[src/rtl/clock_pkg.sv]
// Shared definitions for the clock time-keeping, alarm and stopwatch modes.
package clock_pkg;

  typedef enum logic [1:0] {
    RUN     = 2'd0,
    SET_HR  = 2'd1,
    SET_MIN = 2'd2
  } state_t;

  localparam int unsigned DIGIT_W      = 6;
  localparam int unsigned BCD_W        = 4;
  localparam int unsigned ONES_MAX     = 9;
  localparam int unsigned SEC_TENS_MAX = 5;
  localparam int unsigned HR24_MAX     = 23;

endpackage

[src/rtl/bcd_mod60_counter.sv]
// Two-digit BCD 00-59 counter; wrap_c flags the 59->00 increment in the same cycle.
module bcd_mod60_counter
  import clock_pkg::*;
(
  input  logic             clk,
  input  logic             reset,
  input  logic             clr,
  input  logic             inc,
  output logic [BCD_W-1:0] ones,
  output logic [BCD_W-1:0] tens,
  output logic             wrap_c
);

  logic [BCD_W-1:0] r_ones;
  logic [BCD_W-1:0] r_tens;

  assign ones   = r_ones;
  assign tens   = r_tens;
  assign wrap_c = inc && !clr &&
                  (r_tens == BCD_W'(SEC_TENS_MAX)) && (r_ones == BCD_W'(ONES_MAX));

  always_ff @(posedge clk or posedge reset) begin
    if (reset) begin
      r_ones <= '0;
      r_tens <= '0;
    end else if (clr) begin
      r_ones <= '0;
      r_tens <= '0;
    end else if (inc) begin
      if (r_ones == BCD_W'(ONES_MAX)) begin
        r_ones <= '0;
        r_tens <= (r_tens == BCD_W'(SEC_TENS_MAX)) ? '0 : r_tens + BCD_W'(1);
      end else begin
        r_ones <= r_ones + BCD_W'(1);
      end
    end
  end

endmodule

[src/rtl/clock_time_counter.sv]
// BCD time-of-day counter with 12h/24h hours and a RUN/SET_HR/SET_MIN set-time FSM.
module clock_time_counter
  import clock_pkg::*;
#(
  parameter bit HOUR_24 = 1'b1
) (
  input  logic               clk,
  input  logic               reset,
  input  logic               tick_1hz,
  input  logic               mode_btn,
  input  logic               inc_btn,
  output logic [DIGIT_W-1:0] sec_ones,
  output logic [DIGIT_W-1:0] sec_tens,
  output logic [DIGIT_W-1:0] min_ones,
  output logic [DIGIT_W-1:0] min_tens,
  output logic [DIGIT_W-1:0] hr_ones,
  output logic [DIGIT_W-1:0] hr_tens,
  output logic               pm,
  output logic               set_hr_active,
  output logic               set_min_active,
  output logic               day_pulse
);

  state_t           r_state;
  logic             r_set_hr;
  logic             r_set_min;
  logic             r_day;
  logic             r_pm;
  logic [BCD_W-1:0] r_hr_tens;
  logic [BCD_W-1:0] r_hr_ones;

  logic [BCD_W-1:0] w_hr_tens_nxt;
  logic [BCD_W-1:0] w_hr_ones_nxt;
  logic             w_pm_nxt;
  logic             w_midnight;
  logic             w_run_tick;
  logic             w_sec_clr;
  logic             w_min_inc;
  logic             w_hr_carry;
  logic             w_hr_inc;
  logic             w_sec_wrap;
  logic             w_min_wrap;
  logic [BCD_W-1:0] w_sec_ones;
  logic [BCD_W-1:0] w_sec_tens;
  logic [BCD_W-1:0] w_min_ones;
  logic [BCD_W-1:0] w_min_tens;

  // A mode press always wins, so ticks and increments are dropped on that cycle.
  assign w_run_tick = (r_state == RUN) && tick_1hz && !mode_btn;
  assign w_sec_clr  = (r_state == RUN) && mode_btn;
  assign w_min_inc  = (w_run_tick && w_sec_wrap) ||
                      ((r_state == SET_MIN) && inc_btn && !mode_btn);
  assign w_hr_carry = w_run_tick && w_sec_wrap && w_min_wrap;
  assign w_hr_inc   = w_hr_carry || ((r_state == SET_HR) && inc_btn && !mode_btn);

  bcd_mod60_counter u_sec (
    .clk    (clk),
    .reset  (reset),
    .clr    (w_sec_clr),
    .inc    (w_run_tick),
    .ones   (w_sec_ones),
    .tens   (w_sec_tens),
    .wrap_c (w_sec_wrap)
  );

  bcd_mod60_counter u_min (
    .clk    (clk),
    .reset  (reset),
    .clr    (1'b0),
    .inc    (w_min_inc),
    .ones   (w_min_ones),
    .tens   (w_min_tens),
    .wrap_c (w_min_wrap)
  );

  // Next hour value; w_midnight marks the step that starts a new day.
  always_comb begin
    w_hr_tens_nxt = r_hr_tens;
    w_hr_ones_nxt = r_hr_ones + BCD_W'(1);
    w_pm_nxt      = r_pm;
    w_midnight    = 1'b0;
    if (HOUR_24) begin
      if ((r_hr_tens == BCD_W'(HR24_MAX / 10)) && (r_hr_ones == BCD_W'(HR24_MAX % 10))) begin
        w_hr_tens_nxt = '0;
        w_hr_ones_nxt = '0;
        w_midnight    = 1'b1;
      end else if (r_hr_ones == BCD_W'(ONES_MAX)) begin
        w_hr_tens_nxt = r_hr_tens + BCD_W'(1);
        w_hr_ones_nxt = '0;
      end
    end else begin
      if ((r_hr_tens == BCD_W'(1)) && (r_hr_ones == BCD_W'(2))) begin
        w_hr_tens_nxt = '0;
        w_hr_ones_nxt = BCD_W'(1);
      end else if ((r_hr_tens == BCD_W'(1)) && (r_hr_ones == BCD_W'(1))) begin
        w_pm_nxt   = !r_pm;
        w_midnight = r_pm;
      end else if (r_hr_ones == BCD_W'(ONES_MAX)) begin
        w_hr_tens_nxt = BCD_W'(1);
        w_hr_ones_nxt = '0;
      end
    end
  end

  always_ff @(posedge clk or posedge reset) begin
    if (reset) begin
      r_state   <= RUN;
      r_set_hr  <= 1'b0;
      r_set_min <= 1'b0;
      r_day     <= 1'b0;
      r_pm      <= 1'b0;
      r_hr_tens <= HOUR_24 ? BCD_W'(0) : BCD_W'(1);
      r_hr_ones <= HOUR_24 ? BCD_W'(0) : BCD_W'(2);
    end else begin
      r_day <= w_hr_carry && w_midnight;
      if (w_hr_inc) begin
        r_hr_tens <= w_hr_tens_nxt;
        r_hr_ones <= w_hr_ones_nxt;
        r_pm      <= w_pm_nxt;
      end
      if (mode_btn) begin
        case (r_state)
          RUN: begin
            r_state   <= SET_HR;
            r_set_hr  <= 1'b1;
            r_set_min <= 1'b0;
          end
          SET_HR: begin
            r_state   <= SET_MIN;
            r_set_hr  <= 1'b0;
            r_set_min <= 1'b1;
          end
          default: begin
            r_state   <= RUN;
            r_set_hr  <= 1'b0;
            r_set_min <= 1'b0;
          end
        endcase
      end
    end
  end

  assign sec_ones       = DIGIT_W'(w_sec_ones);
  assign sec_tens       = DIGIT_W'(w_sec_tens);
  assign min_ones       = DIGIT_W'(w_min_ones);
  assign min_tens       = DIGIT_W'(w_min_tens);
  assign hr_ones        = DIGIT_W'(r_hr_ones);
  assign hr_tens        = DIGIT_W'(r_hr_tens);
  assign pm             = r_pm;
  assign set_hr_active  = r_set_hr;
  assign set_min_active = r_set_min;
  assign day_pulse      = r_day;

endmodule

[config.mk]
export PLATFORM = sky130hd
export DESIGN_NAME = clock_time_counter
export DESIGN_NICKNAME = d
export VERILOG_FILES = /design/src/rtl/clock_pkg.sv /design/src/rtl/bcd_mod60_counter.sv /design/src/rtl/clock_time_counter.sv
export SDC_FILE = /design/constraint.sdc
export NUM_CORES = 1
export LEC_CHECK = 0
export CELL_PAD_IN_SITES_DETAIL_PLACEMENT = 1
export CELL_PAD_IN_SITES_GLOBAL_PLACEMENT = 1
export CORE_UTILIZATION = 27
export CTS_BUF_LIST = sky130_fd_sc_hd__clkbuf_16
export DETAILED_ROUTE_END_ITERATION = 10
export PLACE_DENSITY = 0.69
export REMOVE_ABC_BUFFERS = 1
export SETUP_SLACK_MARGIN = 0.3
export SYNTH_ARGS = -nofsm -noshare
export SYNTH_HDL_FRONTEND = slang
export SYNTH_SLANG_ARGS = --single-unit
export TNS_END_PERCENT = 5
[constraint.sdc]
create_clock -name clk -period 2.8 [get_ports clk]
set_input_delay 0.42 -clock clk [delete_from_list [all_inputs] [get_ports clk]]
set_output_delay 0.42 -clock clk [all_outputs]
set_load 0.05 [all_outputs]
== Word level (Yosys, flattened, before mapping) ==
Cells that the tools add are included.
Word-level totals
  flip-flop bits (word level): 29
  bits of input ports: 5
  bits in writable memories: 0
  memories kept: 0
  logic and storage cells: 69
  output and inout bits: 40
  bits in read-only memories: 0
  bits in latches: 0
Cells by class
  bitwise operators: 0
  $add $sub $neg: 6
  shift operators: 0
  reductions and logical operators: 27
  eq/ne operators: 9
  div/mod/pow operators: 0
  multiplexer cells: 17
  $lt $le $gt $ge: 0
  multipliers: 0
Operators by type and width (number)
  $mux 4: 13
  $add 4x1->4 const B: 6
  $logic_and 1x1->1: 16
  $eq 4x4->1 const B: 3
  $eq 4x2->1 const B: 2
  $eq 4x3->1 const B: 2
  $reduce_and 2->1: 3
  $reduce_bool 2->1: 3
  $pmux 2 s2: 1
  $mux 1: 3
  $eq 2x1->1 const B: 1
  $eq 2x2->1 const B: 1
  $logic_not 1->1: 2
  $logic_not 2->1: 1
  $logic_or 1x1->1: 2

== Longest topological paths before layout ==
Gate-level depths: netlist of run 1.
  word-level depth: 13
  gate-level depth with buffers: 8

== Cells and area by module ==
From an unflattened synthesis of run 1, not the netlist that was laid out.
Second synthesis, totals
  cell total of the unflattened synthesis: 184
  area, all modules: 1781.7 µm²
By module, submodules not included
  bcd_mod60_counter: seq. area each 200.2 µm², cells each 51, instances 2, area an instance 494.2 µm²
  clock_time_counter: seq. area each 325.3 µm², cells each 82, instances 1, area an instance 793.3 µm²

== Worst setup path before layout of run 1 ==
OpenSTA, ideal clock, no wires.
  kind: reg-to-reg
  start: register u_sec.r_ones[1] (netlist: u_sec.ones[1])
  end: register u_min.r_tens[1] (netlist: u_min.tens[1])
  arrival time: 2.162 ns
  stages on the path, launching flop included: 9
  required time: 2.675 ns
  buffers on the path: 1
  slack: 0.513 ns
  library setup time: 0.125 ns
  cells stage by stage: dfrtp_1 -> inv_1 -> ha_1 -> and3b_1 -> clkbuf_1 -> a31oi_4 -> and4bb_2 -> nand2_1 -> mux2_2
Between the ends
  cells in the longest elaborated chain, start to end: 5
RTL lines
  from (decl): line bcd_mod60_counter.sv:14  | logic [BCD_W-1:0] r_ones;
  from (signal assigned): line bcd_mod60_counter.sv:34  | r_ones <= r_ones + BCD_W'(1);
  $eq 4x4->1: line bcd_mod60_counter.sv:20  | (r_tens == BCD_W'(SEC_TENS_MAX)) && (r_ones == BCD_W'(ONES_MAX));
  $logic_and 1x1->1: line bcd_mod60_counter.sv:20
  $logic_and 1x1->1: line clock_time_counter.sv:51  | assign w_min_inc = (w_run_tick && w_sec_wrap) ||
  $logic_or 1x1->1: line clock_time_counter.sv:51
  $reduce_and 2->1 (no source line)
  to (signal assigned): line bcd_mod60_counter.sv:32  | r_tens <= (r_tens == BCD_W'(SEC_TENS_MAX)) ? '0 : r_tens + BCD_W'(1);
  to (decl): line bcd_mod60_counter.sv:15  | logic [BCD_W-1:0] r_tens;
No other way between the ends.
A chain may end at the register's enable or synchronous reset.

== Worst setup path after layout of run 1 ==
  start: input mode_btn
  end: register r_hr_tens[0]
Between the ends
  cells in the longest elaborated chain, start to end: 12
  elaborated cells on any way between the ends: 16
RTL lines
  from (decl): line clock_time_counter.sv:10  | input logic mode_btn,
  $logic_not 1->1 or $logic_and 1x1->1 (tied branches)
  $logic_and 1x1->1 or $logic_not 1->1 (tied branches): line clock_time_counter.sv:49, bcd_mod60_counter.sv:19
  $logic_and 1x1->1 (2 in a row): line bcd_mod60_counter.sv:19  | assign wrap_c = inc && !clr &&
  $logic_and 1x1->1: line bcd_mod60_counter.sv:20
  $logic_and 1x1->1: line clock_time_counter.sv:51, clock_time_counter.sv:53
  $logic_or 1x1->1: line clock_time_counter.sv:51
  $logic_and 1x1->1: line bcd_mod60_counter.sv:19
  $logic_and 1x1->1: line bcd_mod60_counter.sv:20
  $logic_and 1x1->1: line clock_time_counter.sv:53  | assign w_hr_carry = w_run_tick && w_sec_wrap && w_min_wrap;
  $logic_or 1x1->1 *: line clock_time_counter.sv:54  | assign w_hr_inc = w_hr_carry || ((r_state == SET_HR) && inc_btn && !mode_btn);
  $reduce_and 2->1 (no source line) *
  to (signal assigned): line clock_time_counter.sv:112  | r_hr_tens <= HOUR_24 ? BCD_W'(0) : BCD_W'(1);
  to (signal assigned): line clock_time_counter.sv:117  | r_hr_tens <= w_hr_tens_nxt;
  to (decl): line clock_time_counter.sv:29  | logic [BCD_W-1:0] r_hr_tens;
Mark *: on every way between the ends. The rest lies on a longest branch, timed or not.

==> flow_summary.yaml, run 1 <==
critical_path:
  endpoint_kind: "flip-flop"
  rrSetupSlack_ns: 0.75
  cp.arrival_ns: 2.34
  critPathKind: "in2reg"
  worstReg2RegStart: "u_sec.ones[0]"
  startpoint_type: "input pin"
  cp.required_ns: 2.95
  reg2reg_depth: 6
  worstPathMaxFanout: 9
  rr_endpoint: "u_min.tens[1]"
power_and_ir_drop:
  total_power_w: 0.00188
  leakagePower_nw: 0.868
  pwr-share-seq_pct: 36.5
  peakVddDrop_uv: 385
  power_frac_comb_pct: 46.2
  clkPwrFrac_pct: 17.3
  p_per_area_nw_per_um2: 931
  sw_frac_of_total_pct: 46.1
  power_switching_w: 0.000865
  p_int_w: 0.00101
global_route:
  grt_pass1_wl_um: 5840
  antenna_found_initial: 0
  track_usage_pct: 12.1
  grt_pass1_vias: 1209
  grt_max_degree: 29
  grt_overflow: 0
logic_synthesis:
  muxShareOfSynthArea_pct: 4.21
  yosys.area.top_type: "dfrtp_1"
  synth_top_family_by_area: "simple AND/OR/NAND/NOR gates"
  synth_common_cells: "dfrtp_1, buf_4, nor2_1"
  yosysSeqAreaShare_pct: 44.5
  synth_top_area_share_pct: 44.5
  synth-seq-cells: 28
  synth_top_flop_cell: "dfrtp_1"
  synth-compound-area-share_pct: 9.70
  yosys_warnings: 0
  synthArstFlopShare_pct: 100
  synthCells: 155
  synth.most_common_cell: "dfrtp_1"
  avgSynthCellArea_um2: 10.2
  synthesis.area_um2: 1570
  yosys.area_share.adder_pct: 4.77
  synth-simple-area-share_pct: 23.8
  synth_area_leaders: "dfrtp_1, buf_4, ha_1"
  synth_edf_count: 0
  synth-xor-area-share_pct: 3.90
  yosys.cell_types.count: 37
clock_tree:
  ctsRootBufferMaster: "clkbuf_16"
  htree_levels: 1
  numCtsBuffers: 3
  cts_sinks: 28
  clock_path_buffers: 2
  ctsHoldBuffers: 0
  clkLatencyLatePin_ns: 0.26
  cts_setup_buffers: 0
  ctsResizeCount: 0
  cts_tree: "done"
  clkTransAtPathRegs_ns: 0.07
sta:
  worst_pin_slew_ns: 0.537
  fin_crit_sh_pct: 78.2
  slew_headroom_pct: 63.7
  fin_setup_tns_ns: 0
  setup_viol: 0
  hold_violations: 0
  rsz0062_at_grt: "no"
  period_minus_slack_ns: 2.19
  drv_slew: 0
  skew_ns: 0.00134
  max_freq_ghz: 0.457
  whs_ns: 0.497
layout:
  multi_input_area_um2: 779
  synthToLayoutAreaGrowth_pct: 28.1
  fin_area_um2: 2020
  final-seq-area_um2: 701
  stdcell_count: 261
  n_fill_cell: 640
  final_nets: 201
  antenna_cells: 0
  drive_gt1_share_pct: 10.1
route:
  postRouteAntennaNets: 0
  initialDrtViolationCount: 35
  met3WireLength_um: 104
  dr.pass1.iters: 4
  wl_um: 3380
  route.met2.wl_um: 1610
  drc_errors: 0
  wl_per_cell_um: 12.9
  top_layer: "met4"
  wl_met1_um: 1600
  num_vias: 1235
  via_per_inst: 4.73
placed_design:
  port_buffers: 31
  postPlaceCellArea_um2: 1940
  place_congestion: 0.720
  dpl.hpwl_um: 2510
  dp.cells: 257
die:
  ios: 45
  start_util_pct: 28.2
  core-area_um2: 5570
  placementRows: 27
  die_h_um: 78.4
  die_area_um2: 6140
  die_x_um: 78.4
outcome:
  status: "complete, no violations"
worst_hold_path:
  min_to: "set_hr_active"
  hold_class: "reg2reg"
  hp-start: "set_hr_active"
  hold_depth: 1
run:
  maxCapViolCount: 0
==> final cells by class <==
class	instances	share of cell area (%)
clock inverter	1	0.186
tap	72	4.47
inverter	7	1.30
timing repair buffer	35	16.9
clock buffer	3	3.72
sequential	28	34.8
multi-input combinational	115	38.7
==> worst max path at each step <==
stage	start	to	slack [ns]	depth (start not counted)
global route	mode_btn	r_hr_tens[0]	0.47	7
detailed placement	mode_btn	r_hr_tens[0]	0.34	7
finish	mode_btn	r_hr_tens[0]	0.61	7
CTS	mode_btn	r_hr_tens[0]	0.62	7
floorplan	u_sec.ones[1]	u_min.tens[1]	0.60	7
global placement	mode_btn	r_hr_tens[0]	0.40	7
==> cell usage in the layout (no fill, tap or decap), types with 2 or more instances in the layout <==
cell type,count
nand2_1,8
nand2b_1,2
nand3_1,6
a21o_1,2
xor2_1,2
nand4_1,5
and3_1,2
clkbuf_16,3
and3b_1,2
o21ai_0,9
nor2_1,11
mux2_2,5
dfrtp_1,28
ha_1,6
conb_1,13
inv_1,7
nor4b_1,2
a21oi_1,6
clkdlybuf4s50_1,31
nor4bb_1,2
nor3_1,4
xnor2_1,5
buf_4,4
nor2b_1,6
nand4b_1,2
a22o_1,2
and4bb_2,2
==> flip-flops by register name, summed over array words and instances, names as in the netlist <==
register,flops
r_state,2
day_pulse,1
u_min.ones,4
r_hr_tens,4
set_hr_active,1
u_sec.ones,4
u_min.tens,4
r_hr_ones,4
u_sec.tens,4
==> power by group through the flow <==
stage / logic [W] / registers (W) / clock network [W]
final: 0.000866 / 0.000685 / 0.000325
after global routing: 0.000925 / 0.000715 / 0.000348
after CTS: 0.000878 / 0.000687 / 0.000335
after detailed placement: 0.000877 / 0.000691 / 0
after global placement: 0.000857 / 0.000688 / 0
after floorplan: 0.000281 / 0.000974 / 0
==> critical path, cell delays in order <==
cell,delay (ns)
clkdlybuf4s50_1,0.50
nor4b_4,0.28
buf_4,0.20
nand3_2,0.10
o21ai_2,0.38
nand3_1,0.17
mux2_2,0.28
==> metrics by stage <==
stage | util, % | setup slack [ns]
floorplan | - | 0.597
global placement | 34.7 | 0.403
detailed placement | 34.7 | 0.345
CTS | 36.2 | 0.617
global route | 36.2 | 0.473
finish | 36.2 | 0.611
==> metal layers <==
metal  vias up  GRT usage [%]
li1        586              -
met1       616           15.8
met2        28           20.3
met3         5           1.40
met4         0           5.00
met5         -              0
==> logic make-up after synthesis <==
logic type,after synthesis
AOI/OAI and AO/OA,23
other,1
xor gates and xnor gates,7
and+or+nand+nor,60
buffers and inverters,24
DFF,28
muxes,6
adders and majority gates,6
No activity file was read; power rests on OpenSTA's default activity.
==> run 2, diff against run 1 <==
Clock period 2.8 ns to 2.3 ns, I/O delays scaled along.
==> run 2 against run 1 <==
- sequential share of layout area shrank 0.82 points
- final area grew 2.4%
- routed wire length is 0.65% higher
- sequential power increased by 17%
- cell count up 1.5%
- power rose by 22%
- largest power group unchanged
==> flow_summary.yaml, run 2 (synthesis results as in run 1) <==
outcome:
  status: "complete, no violations"
layout:
  antenna_cells: 0
  final_nets: 206
  synthToLayoutAreaGrowth_pct: 31.2
  postLayoutCoreUtil_pct: 37.0
  drive_gt1_share_pct: 13.5
  layout_commonest_cell: "clkdlybuf4s50_1"
  layout_common_cells: "clkdlybuf4s50_1, dfrtp_1, conb_1"
  fin_area_um2: 2060
die:
  start_util_pct: 28.2
  placementRows: 27
  core-area_um2: 5570
  die_h_um: 78.4
  die_x_um: 78.4
  ios: 45
  die_area_um2: 6140
global_route:
  top_usage_layer: "met2"
  use_met2_pct: 19.8
  grt_overflow: 0
  grt_max_degree: 29
  track_usage_pct: 12.1
  grt_util_met1_pct: 16.1
  use_met3_pct: 2.09
  antenna_found_initial: 0
  grt_pass1_vias: 1209
  grt_pass1_wl_um: 5870
sta:
  max_freq_ghz: 0.516
  worst_pin_slew_ns: 0.513
  setup_viol: 0
  skew_ns: 0.00350
  whs_ns: 0.459
  drv_slew: 0
  slew_headroom_pct: 65.3
  period_minus_slack_ns: 1.94
  rsz0062_at_grt: "yes"
  fin_crit_sh_pct: 84.3
  hold_violations: 0
critical_path:
  max_stage_delay_ns: 0.85
  crit_chain: "clkdlybuf4s50_1"
  reg2reg_depth: 6
  rr_endpoint: "u_min.tens[1]"
  worstReg2RegStart: "u_sec.ones[0]"
  startpoint_type: "flip-flop"
  rrSetupSlack_ns: 0.38
  crit_slowest_cell: "clkdlybuf4s50_1"
  crit_family: "buffers and inverters"
  cp_num_cells: 1
  worstPathMaxFanout: 5
  cp.buffers_inverters: 1
  endpoint_kind: "primary output"
  critPathKind: "reg2out"
  cp.arrival_ns: 1.59
  cp.required_ns: 1.96
route:
  wl_per_cell_um: 12.8
  via_per_inst: 4.57
  dr.pass1.iters: 4
  drc_errors: 0
  initialDrtViolationCount: 51
  num_vias: 1211
  wl_um: 3400
  postRouteAntennaNets: 0
power_and_ir_drop:
  p_per_area_nw_per_um2: 1110
  leakagePower_nw: 0.910
  peakVddDrop_uv: 707
placed_design:
  place_congestion: 0.742
  postPlaceCellArea_um2: 1970
  port_buffers: 31
  dpl.hpwl_um: 2580
clock_tree:
  cts_tree: "done"
  clkTransAtPathRegs_ns: 0.07
  clkLatencyLatePin_ns: 0.26
  cts_sinks: 28
  numCtsBuffers: 3
  cts_setup_buffers: 0
  htree_levels: 1
  ctsRootBufferMaster: "clkbuf_16"
  clock_path_buffers: 2
worst_hold_path:
  hold_class: "in2async"
run:
  maxCapViolCount: 0
==> run 2: final cells by class <==
class	count	area (um^2)
fill	642	3510
multi-input combinational	115	790
sequential	28	701
timing repair buffer	40	383
tap	72	90.1
clock buffer	3	75.1
inverter	7	26.3
==> run 2: metrics by stage <==
step / total power (W) / cells / worst slack (ns) / TNS, ns
finish: 0.00229 / 265 / 0.362 / 0
global route: 0.00243 / 265 / 0.282 / 0
CTS: 0.00232 / 265 / 0.284 / 0
detailed placement: 0.00191 / 262 / -0.00279 / -0.00279
global placement: 0.00190 / 262 / 0.0383 / 0
floorplan: 0.00153 / 150 / 0.0972 / 0
==> run 2: how the worst max path moves through the flow <==
| stage | startpoint | to | slack, ns |
|---|---|---|---|
| detailed placement | mode_btn | u_min.tens[1] | -0.003 |
| global route | u_sec.ones[1] | r_hr_tens[1] | 0.28 |
| floorplan | u_sec.ones[1] | u_min.tens[1] | 0.1 |
| global placement | mode_btn | u_min.tens[1] | 0.04 |
| finish | r_state[1] | set_min_active | 0.36 |
| CTS | u_sec.tens[0] | r_hr_tens[1] | 0.28 |
==> run 2: report_power, final <==
part | leakage (nW) | total, W | switching, W | internal (W)
combinational | 0.509 | 0.00110 | 0.000696 | 0.000403
sequential | 0.365 | 0.000801 | 0.000187 | 0.000614
clock | 0.0370 | 0.000388 | 0.000157 | 0.000230
total | 0.910 | 0.00229 | 0.00104 | 0.00125
==> run 2: routing by layer <==
metal / share of wire, % / wire [um] / up-vias
li1: - / - / 593
met1: 49 / 1670 / 591
met2: 46 / 1580 / 25
met3: 3.7 / 127 / 2
met4: 0.68 / 23 / 0
met5: 0 / 0 / -
==> run 2: repair_timing <==
item | in CTS | in global routing
pin swaps | 1 | 1
hold buffers | 0 | 0
resized for setup | 1 | 4
gates cloned | 0 | 0
setup endpoints to repair | 6 | 11
==> run 3, diff against run 2 <==
Clock period 2.3 ns to 1.97 ns, I/O delays scaled along.
==> run 3 against run 2 <==
- die area stayed put
- power is 28% higher
- via count is 9.3% higher
- setup slack worse by 0.25 ns
- largest power group unchanged
==> flow_summary.yaml, run 3 (synthesis results as in run 1) <==
outcome:
  status: "complete, no violations"
sta:
  period_minus_slack_ns: 1.86
  whs_ns: 0.396
  worst_pin_slew_ns: 0.500
  setup_viol: 0
  skew_ns: 0.00114
  hold_violations: 0
  fin_crit_sh_pct: 94.2
  max_freq_ghz: 0.539
  rsz0062_at_grt: "yes"
  drv_slew: 0
  fin_setup_tns_ns: 0
  slew_headroom_pct: 66.6
global_route:
  track_usage_pct: 12.9
  grt_pass1_wl_um: 6180
  grt_pass1_vias: 1302
  grt_overflow: 0
  antenna_found_initial: 0
  grt_max_degree: 29
route:
  wl_per_cell_um: 12.8
  initialDrtViolationCount: 25
  wl_um: 3670
  via_per_inst: 4.61
  num_vias: 1324
  postRouteAntennaNets: 0
  drc_errors: 0
  dr.pass1.iters: 4
die:
  die_area_um2: 6140
  start_util_pct: 28.2
  placementRows: 27
  die_x_um: 78.4
  ios: 45
  die_h_um: 78.4
  core-area_um2: 5570
clock_tree:
  clkLatencyLatePin_ns: 0.26
  cts_sinks: 28
  clkTransAtPathRegs_ns: 0.07
  clock_path_buffers: 2
  ctsHoldBuffers: 0
  cts_tree: "done"
  numCtsBuffers: 3
  ctsRootBufferMaster: "clkbuf_16"
  htree_levels: 1
critical_path:
  startpoint_type: "flip-flop"
  critPathKind: "reg2out"
  endpoint_kind: "primary output"
  worstPathMaxFanout: 7
  cp.arrival_ns: 1.56
  cp.required_ns: 1.67
layout:
  synthToLayoutAreaGrowth_pct: 44.5
  layout_commonest_cell: "buf_4"
  fin_area_um2: 2270
  antenna_cells: 0
  final_nets: 227
  drive_gt1_share_pct: 25.6
  layout_common_cells: "buf_4, dfrtp_1, clkdlybuf4s50_1"
  stdcell_count: 287
power_and_ir_drop:
  peakVddDrop_uv: 773
  p_per_area_nw_per_um2: 1290
  leakagePower_nw: 1.04
  total_power_w: 0.00293
placed_design:
  place_congestion: 0.745
  dp.cells: 280
  postPlaceCellArea_um2: 2100
  port_buffers: 31
  dpl.hpwl_um: 2720
run:
  maxCapViolCount: 0
worst_hold_path:
  hold_class: "in2async"
[run 3: routing by layer]
| layer | wire length [um] | vias to the layer above | track usage (%) |
|---|---|---|---|
| li1 | - | 639 | - |
| met1 | 1720 | 648 | 16.5 |
| met2 | 1750 | 30 | 21.5 |
| met3 | 139 | 7 | 2.67 |
| met4 | 62 | 0 | 4.44 |
| met5 | 0 | - | 0 |
[run 3: layout make-up]
type	count	area (um^2)
Fill cell	657	3300
Multi-Input combinational cell	115	817
Sequential cell	28	703
Timing Repair Buffer	61	533
Tap cell	72	90.1
Clock buffer	3	75.1
Clock inverter	1	30.0
Inverter	7	26.3
[run 3: repair_timing]
action                     CTS  global route
pin swaps                    2             1
buffers inserted             1             2
resized for setup            7             7
setup endpoints to repair   48            47
[run 3: worst paths after layout]
path	from	endpoint	slack, ns	depth (start not counted)
max	u_min.ones[1]	min_ones[1]	0.11	2
max reg2reg	u_sec.ones[0]	r_hr_ones[3]	0.15	8
min reg2reg	u_min.tens[3]	u_min.tens[3]	0.50	1
min	reset	r_hr_ones[2]	0.40	3
min in group clk	u_min.tens[3]	u_min.tens[3]	0.50	1
max in group asynchronous	reset	r_state[0]	1.27	3
[run 3: worst max-delay path, cell delays in order (launching register included)]
cell,delay [ns]
dfrtp_1,0.36
buf_4,0.15
clkdlybuf4s50_1,0.80
[run 3: report_power, final]
part	internal (W)	switching, W	total (W)	leakage, nW
sequential	0.000718	0.000189	0.000908	0.362
combinational	0.000548	0.000874	0.00142	0.627
clock	0.000405	0.000197	0.000602	0.0511
[run 3: metrics by stage]
step | worst slack [ns] | utilization [%]
after floorplan | -0.233 | -
after global placement | -0.220 | 37.8
after detailed placement | -0.293 | 37.8
after CTS | 0.0725 | 40.1
after global routing | 0.0527 | 40.8
final | 0.114 | 40.8
